$ cat config.mk
export PLATFORM = sky130hd
export DESIGN_NAME = gb_gain_apply
export DESIGN_NICKNAME = d
export VERILOG_FILES = /design/src/rtl/gb_pkg.sv /design/src/rtl/gb_mul_sat.sv /design/src/rtl/gb_gain_apply.sv
export SDC_FILE = /design/constraint.sdc
export NUM_CORES = 1
export LEC_CHECK = 0
export CORE_ASPECT_RATIO = 1.1
export CORE_MARGIN = 3
export CORE_UTILIZATION = 50
export CTS_CLUSTER_DIAMETER = 30
export DETAILED_ROUTE_END_ITERATION = 10
export MAX_ROUTING_LAYER = met4
export PLACE_DENSITY = 0.71
export RECOVER_POWER = 50
export SLEW_MARGIN = 20
export SYNTH_ARGS = -nofsm -noshare
export SYNTH_HDL_FRONTEND = slang
export SYNTH_HIERARCHICAL = 1
export SYNTH_SLANG_ARGS = --single-unit
export TNS_END_PERCENT = 1
$ cat constraint.sdc
create_clock -name clk -period 11.2 [get_ports clk]
set_input_delay 1.12 -clock clk [delete_from_list [all_inputs] [get_ports clk]]
set_output_delay 1.12 -clock clk [all_outputs]
set_load 0.02 [all_outputs]
$ cat src/rtl/gb_pkg.sv
// Shared definitions for the gray-balance gain stage: frame FSM encoding,
// channel slice positions and the unity-gain helper.
package gb_pkg;

  typedef enum logic {
    GB_FSM_IDLE   = 1'b0,
    GB_FSM_ACTIVE = 1'b1
  } gb_fsm_e;

  // Channel slice indices within a packed {R,G,B} word (R in the MSBs)
  localparam int unsigned GB_CH_R   = 2;
  localparam int unsigned GB_CH_G   = 1;
  localparam int unsigned GB_CH_B   = 0;
  localparam int unsigned GB_NUM_CH = 3;

  // Fixed-point 1.0 for a gain with 'frac' fractional bits
  function automatic int unsigned gb_unity_gain(input int unsigned frac);
    return 32'd1 << frac;
  endfunction

endpackage

$ cat src/rtl/gb_mul_sat.sv
// One colour channel of the gain datapath: S2 multiply, S3 round and saturate.
// Advances only when en is high; bypass selects the original sample at S3.
module gb_mul_sat #(
  parameter int unsigned DATA_WIDTH = 8,
  parameter int unsigned GAIN_WIDTH = 12,
  parameter int unsigned GAIN_FRAC  = 8
) (
  input  logic                  clk,
  input  logic                  rst_n,
  input  logic                  en,
  input  logic [DATA_WIDTH-1:0] x,
  input  logic [GAIN_WIDTH-1:0] g,
  input  logic                  bypass,
  output logic [DATA_WIDTH-1:0] y
);

  localparam int unsigned PW = DATA_WIDTH + GAIN_WIDTH;
  localparam logic [PW:0] HALF = {{PW{1'b0}}, 1'b1} << (GAIN_FRAC - 1);

  logic [PW-1:0]         prod;
  logic [DATA_WIDTH-1:0] x_q;
  logic                  byp_q;
  logic [PW:0]           rnd;
  logic [PW:0]           shifted;
  logic [DATA_WIDTH-1:0] sat;

  // S2: full-precision product, raw sample and bypass flag travel alongside
  always_ff @(posedge clk or negedge rst_n) begin
    if (!rst_n) begin
      prod  <= '0;
      x_q   <= '0;
      byp_q <= 1'b0;
    end else if (en) begin
      prod  <= {{GAIN_WIDTH{1'b0}}, x} * {{DATA_WIDTH{1'b0}}, g};
      x_q   <= x;
      byp_q <= bypass;
    end
  end

  // Round half up, drop the fraction, clamp to full scale
  always_comb begin
    rnd     = {1'b0, prod} + HALF;
    shifted = rnd >> GAIN_FRAC;
    sat     = (|shifted[PW:DATA_WIDTH]) ? '1 : shifted[DATA_WIDTH-1:0];
  end

  // S3: registered channel output
  always_ff @(posedge clk or negedge rst_n) begin
    if (!rst_n) begin
      y <= '0;
    end else if (en) begin
      y <= byp_q ? x_q : sat;
    end
  end

endmodule

$ cat src/rtl/gb_gain_apply.sv
// Gray-balance correction stage: per-channel fixed-point gain with rounding
// and saturation, double-buffered gains swapped only at frame start, and a
// frame-framing checker. Three-stage pipe frozen whenever dout_ready is low.
module gb_gain_apply
  import gb_pkg::*;
#(
  parameter int unsigned DATA_WIDTH = 8,
  parameter int unsigned GAIN_WIDTH = 12,
  parameter int unsigned GAIN_FRAC  = 8
) (
  input  logic                    clk,
  input  logic                    rst_n,
  input  logic [3*DATA_WIDTH-1:0] din,
  input  logic                    din_valid,
  input  logic                    din_sop,
  input  logic                    din_eop,
  output logic                    din_ready,
  input  logic [GAIN_WIDTH-1:0]   gain_r,
  input  logic [GAIN_WIDTH-1:0]   gain_g,
  input  logic [GAIN_WIDTH-1:0]   gain_b,
  input  logic                    gain_load,
  input  logic                    bypass,
  output logic [3*DATA_WIDTH-1:0] dout,
  output logic                    dout_valid,
  output logic                    dout_sop,
  output logic                    dout_eop,
  input  logic                    dout_ready,
  output logic                    frame_err
);

  localparam int unsigned GW3 = GB_NUM_CH * GAIN_WIDTH;
  localparam int unsigned DW3 = GB_NUM_CH * DATA_WIDTH;
  localparam logic [GAIN_WIDTH-1:0] UNITY = GAIN_WIDTH'(gb_unity_gain(GAIN_FRAC));

  logic           adv;
  logic           acc;
  logic           swap;
  logic [GW3-1:0] gain_in;
  logic [GW3-1:0] shadow;
  logic [GW3-1:0] active;
  logic [GW3-1:0] sel_gain;
  logic           pend;
  gb_fsm_e        state;

  logic           s1_valid, s1_sop, s1_eop, s1_byp;
  logic [DW3-1:0] s1_px;
  logic [GW3-1:0] s1_gain;
  logic           s2_valid, s2_sop, s2_eop;

  assign adv       = dout_ready;
  assign din_ready = dout_ready;
  assign acc       = din_valid & dout_ready;
  // A sop with a pending set swaps and uses the new gains on that same pixel
  assign swap      = acc & din_sop & pend;
  assign sel_gain  = swap ? shadow : active;

  // Pack incoming gains in the same channel order as the pixel word
  always_comb begin
    gain_in = '0;
    gain_in[GB_CH_R*GAIN_WIDTH +: GAIN_WIDTH] = gain_r;
    gain_in[GB_CH_G*GAIN_WIDTH +: GAIN_WIDTH] = gain_g;
    gain_in[GB_CH_B*GAIN_WIDTH +: GAIN_WIDTH] = gain_b;
  end

  // Gain double-buffer: a load landing with a swapping sop stays pending for the next frame
  always_ff @(posedge clk or negedge rst_n) begin
    if (!rst_n) begin
      shadow <= {GB_NUM_CH{UNITY}};
      active <= {GB_NUM_CH{UNITY}};
      pend   <= 1'b0;
    end else begin
      if (swap)      active <= shadow;
      if (gain_load) shadow <= gain_in;
      if (gain_load) pend <= 1'b1;
      else if (swap) pend <= 1'b0;
    end
  end

  // Frame tracker with sticky framing error, stepped by accepted pixels only
  always_ff @(posedge clk or negedge rst_n) begin
    if (!rst_n) begin
      state     <= GB_FSM_IDLE;
      frame_err <= 1'b0;
    end else if (acc) begin
      case (state)
        GB_FSM_IDLE: begin
          if (din_sop) begin
            state <= din_eop ? GB_FSM_IDLE : GB_FSM_ACTIVE;
          end else if (din_eop) begin
            frame_err <= 1'b1;
          end
        end
        GB_FSM_ACTIVE: begin
          if (din_sop) frame_err <= 1'b1;
          state <= din_eop ? GB_FSM_IDLE : GB_FSM_ACTIVE;
        end
        default: state <= GB_FSM_IDLE;
      endcase
    end
  end

  // S1: capture pixel, markers and the gain set it will use
  always_ff @(posedge clk or negedge rst_n) begin
    if (!rst_n) begin
      s1_valid <= 1'b0;
      s1_sop   <= 1'b0;
      s1_eop   <= 1'b0;
      s1_byp   <= 1'b0;
      s1_px    <= '0;
      s1_gain  <= '0;
    end else if (adv) begin
      s1_valid <= din_valid;
      s1_sop   <= din_valid & din_sop;
      s1_eop   <= din_valid & din_eop;
      s1_byp   <= bypass;
      s1_px    <= din;
      s1_gain  <= sel_gain;
    end
  end

  // S2/S3 control: valid and frame markers follow the datapath
  always_ff @(posedge clk or negedge rst_n) begin
    if (!rst_n) begin
      s2_valid   <= 1'b0;
      s2_sop     <= 1'b0;
      s2_eop     <= 1'b0;
      dout_valid <= 1'b0;
      dout_sop   <= 1'b0;
      dout_eop   <= 1'b0;
    end else if (adv) begin
      s2_valid   <= s1_valid;
      s2_sop     <= s1_sop;
      s2_eop     <= s1_eop;
      dout_valid <= s2_valid;
      dout_sop   <= s2_sop;
      dout_eop   <= s2_eop;
    end
  end

  for (genvar c = 0; c < GB_NUM_CH; c++) begin : g_ch
    gb_mul_sat #(
      .DATA_WIDTH(DATA_WIDTH),
      .GAIN_WIDTH(GAIN_WIDTH),
      .GAIN_FRAC (GAIN_FRAC)
    ) u_mul_sat (
      .clk   (clk),
      .rst_n (rst_n),
      .en    (adv),
      .x     (s1_px[c*DATA_WIDTH +: DATA_WIDTH]),
      .g     (s1_gain[c*GAIN_WIDTH +: GAIN_WIDTH]),
      .bypass(s1_byp),
      .y     (dout[c*DATA_WIDTH +: DATA_WIDTH])
    );
  end

endmodule

==> flow_summary.toml <==
[run_status]
status = "complete, but fails checks"
violations = "max-capacitance violations, max-slew violations"

[floorplanning]
die_x_um = 189.6
die_area_sq_um = 39410
start_util = 0.5098
ios = 97
row_count = 73
core_area_sq_um = 36350
die_h_um = 207.9

[logic_synthesis]
yosysTopAreaCellShare = 0.3092
synth_compound_area_frac = 0.07406
synthSimpleGateAreaFrac = 0.1386
synthMuxAreaShare = 0.1191
ys_warn_count = 6
avgSynthCellArea_sq_um = 10.92
synth_ff_type = "dfrtp_1"
synthXorXnorAreaFrac = 0.02079
yosys.area.top_type = "dfrtp_1"
ys_types = 76
synth-seq-area-share = 0.3177
synth_fa_ha_area_frac = 0.2682
synthesis.nets = 2056
synth_seq_cells = 235
synth_top_family_by_area = "adder cells"
synthTopCellsByArea = "dfrtp_1 31%, fa_1 19%, mux2_2 9.2%"
syn-instance-count = 1697
synth_edf_count = 0
ys_async_sr_fraction = 1.000
syn_area_sq_um = 18530

[place]
portBuffers = 96
dpl-instance-area_sq_um = 19860
hpwl_um = 29100
dpl.cell_count = 2225
gp_congestion = 0.8600

[worst_setup_path]
cp_slowest_stage_delay_ps = 2210
critPathCaptureType = "output port"
crit_chain = "clkbuf_1, clkbuf_1, clkdlybuf4s50_1"
required_ps = 10080
cpMostUsedCell = "clkbuf_1"
startpoint_type = "input pin"
crit_type = "in -> out"
cp.arrival_ps = 5450
slowest_stage = "clkbuf_1"
cp_max_fo = 56

[layout]
layout.nets = 2157
utilization = 0.6020
fin_cells = 2332
num-fill-cells = 3029
areaGrowthSynthToFinish_pct = 18.09
stdcell_area_sq_um = 21880
final_cell_mix = "229 x inv_1, 229 x dfrtp_1, 214 x and2_1, 177 x fa_1, 152 x mux2_2"
n_antenna_cell = 0
drive_gt1_frac = 0.1734

[routing]
ant_nets = 0
dr_wl_met2_um = 20580
top_layer = "met4"
wl_met1_um = 16940
dr.pass1.iters = 6
vias = 12477
drc = 0
wl_met3_um = 1627
totalWireLength_um = 40150
avgRoutedWirePerCell_um = 17.22
via_per_inst = 5.350
first_iter_violations = 535

[global_route]
track_usage = 0.2212
grt_max_degree = 105
grt_pass1_wl_um = 69570
grt_pass1_vias = 13833
grt_overflow = 0
antenna_found_initial = 0

[sta]
rsz0062_at_grt = "no"
setup_tns_ps = 0
period_share = 0.5862
max_freq_mhz = 152.3
setup_viol = 0
slew_headroom = -2.776
hold_violations = 0
worst_pin_slew_ps = 5663
skew_ps = 19.04
finalCriticalPeriod_ps = 6565
drv_slew = 295

[clock_tree]
insertion_delay_ps = 600
h-tree-depth = 2
cts_root_buffer = "clkbuf_16"
path_clk_slew_ps = 40
postCtsHoldBufs = 0
cts_sinks = 235
post-cts-setup-buffers = 0
cts_tree = "done"
cts_buffers = 58
cts-resized-gates = 0
cts_buffer_depth = 3

[job]
cap_violations = 5

[hold_path]
hp-class = "reg -> reg"
[flip-flops by register name, summed over array words and instances, names as in the netlist, 3 cells and up]
signal,count
g_ch.u_mul_sat/prod,39
s1_px,24
active,36
s1_gain,36
g_ch.u_mul_sat/byp_q,3
g_ch.u_mul_sat/x_q,24
g_ch.u_mul_sat/y,24
shadow,36
[synthesized netlist by cell type, drive strengths merged (6+ instances only)]
library cell and count:
and2 219, o21a 10, inv 229, nand2 102
nand4 14, nor4 6, clkbuf 42, a21o 14
xnor2 23, a21oi 61, o21ai 47, o211ai 9
xor2 21, buf 17, mux2 183, nand3 23
a31oi 10, nand3b 16, dfrtp 229, nor3 9
dfstp 6, and3 6, ha 114, o31ai 6
nor2 29, fa 177
[logic make-up (layout without fill, tap and decap cells)]
| family | Yosys count | count (layout) |
|---|---|---|
| compound gates | 200 | 200 |
| fa+ha+maj | 291 | 291 |
| simple gates | 452 | 452 |
| buf+inv | 289 | 437 |
| flops | 235 | 235 |
| xor+xnor | 44 | 44 |
| mux | 186 | 186 |
[layer usage]
metal	track usage	vias up
li1	-	5816
met1	0.2677	6324
met2	0.3809	249
met3	0.03640	88
met4	0.06757	0
met5	-	-
[metrics by stage]
step / hold slack [ps] / setup WS (ps)
2_1_floorplan: 464.8 / 6723
3_3_place_gp: 465.3 / 6502
3_5_place_dp: 467.6 / 6403
4_1_cts: 477.6 / 6394
5_1_grt: 497.9 / 4137
6_report: 472.2 / 4635
[path summary, 6_finish.rpt]
kind / from / depth (start not counted) / slack [ps] / endpoint
min in group asynchronous: rst_n / 1 / 2630 / active[1]
hold reg to reg: g_ch[0].u_mul_sat/y[7] / 1 / 470 / g_ch[0].u_mul_sat/y[7]
setup / recovery: dout_ready / 3 / 4630 / din_ready
setup reg to reg: s1_px[3] / 14 / 6410 / g_ch[0].u_mul_sat/prod[16]
max in group asynchronous: rst_n / 1 / 5380 / g_ch[2].u_mul_sat/x_q[6]
hold / removal: g_ch[0].u_mul_sat/y[7] / 1 / 470 / g_ch[0].u_mul_sat/y[7]
[layout make-up]
cell class                      count  area (sq um)  area share
Timing Repair Buffer              101         972.2     0.04442
Tap cell                          487         609.3     0.02784
Multi-Input combinational cell   1173         11500      0.5256
Sequential cell                   235          5888      0.2691
Clock inverter                     35         436.7     0.01995
Inverter                          229         859.6     0.03928
Clock buffer                       72          1615     0.07381
[worst max-delay path: cells and delay by family]
| family | cells | cell delay, ps |
|---|---|---|
| buffers and inverters | 3 | 4240 |
Power is left out: the tool's default activity adds up to more than one toggle a clock period on the data nets, which glitch-free logic cannot reach.
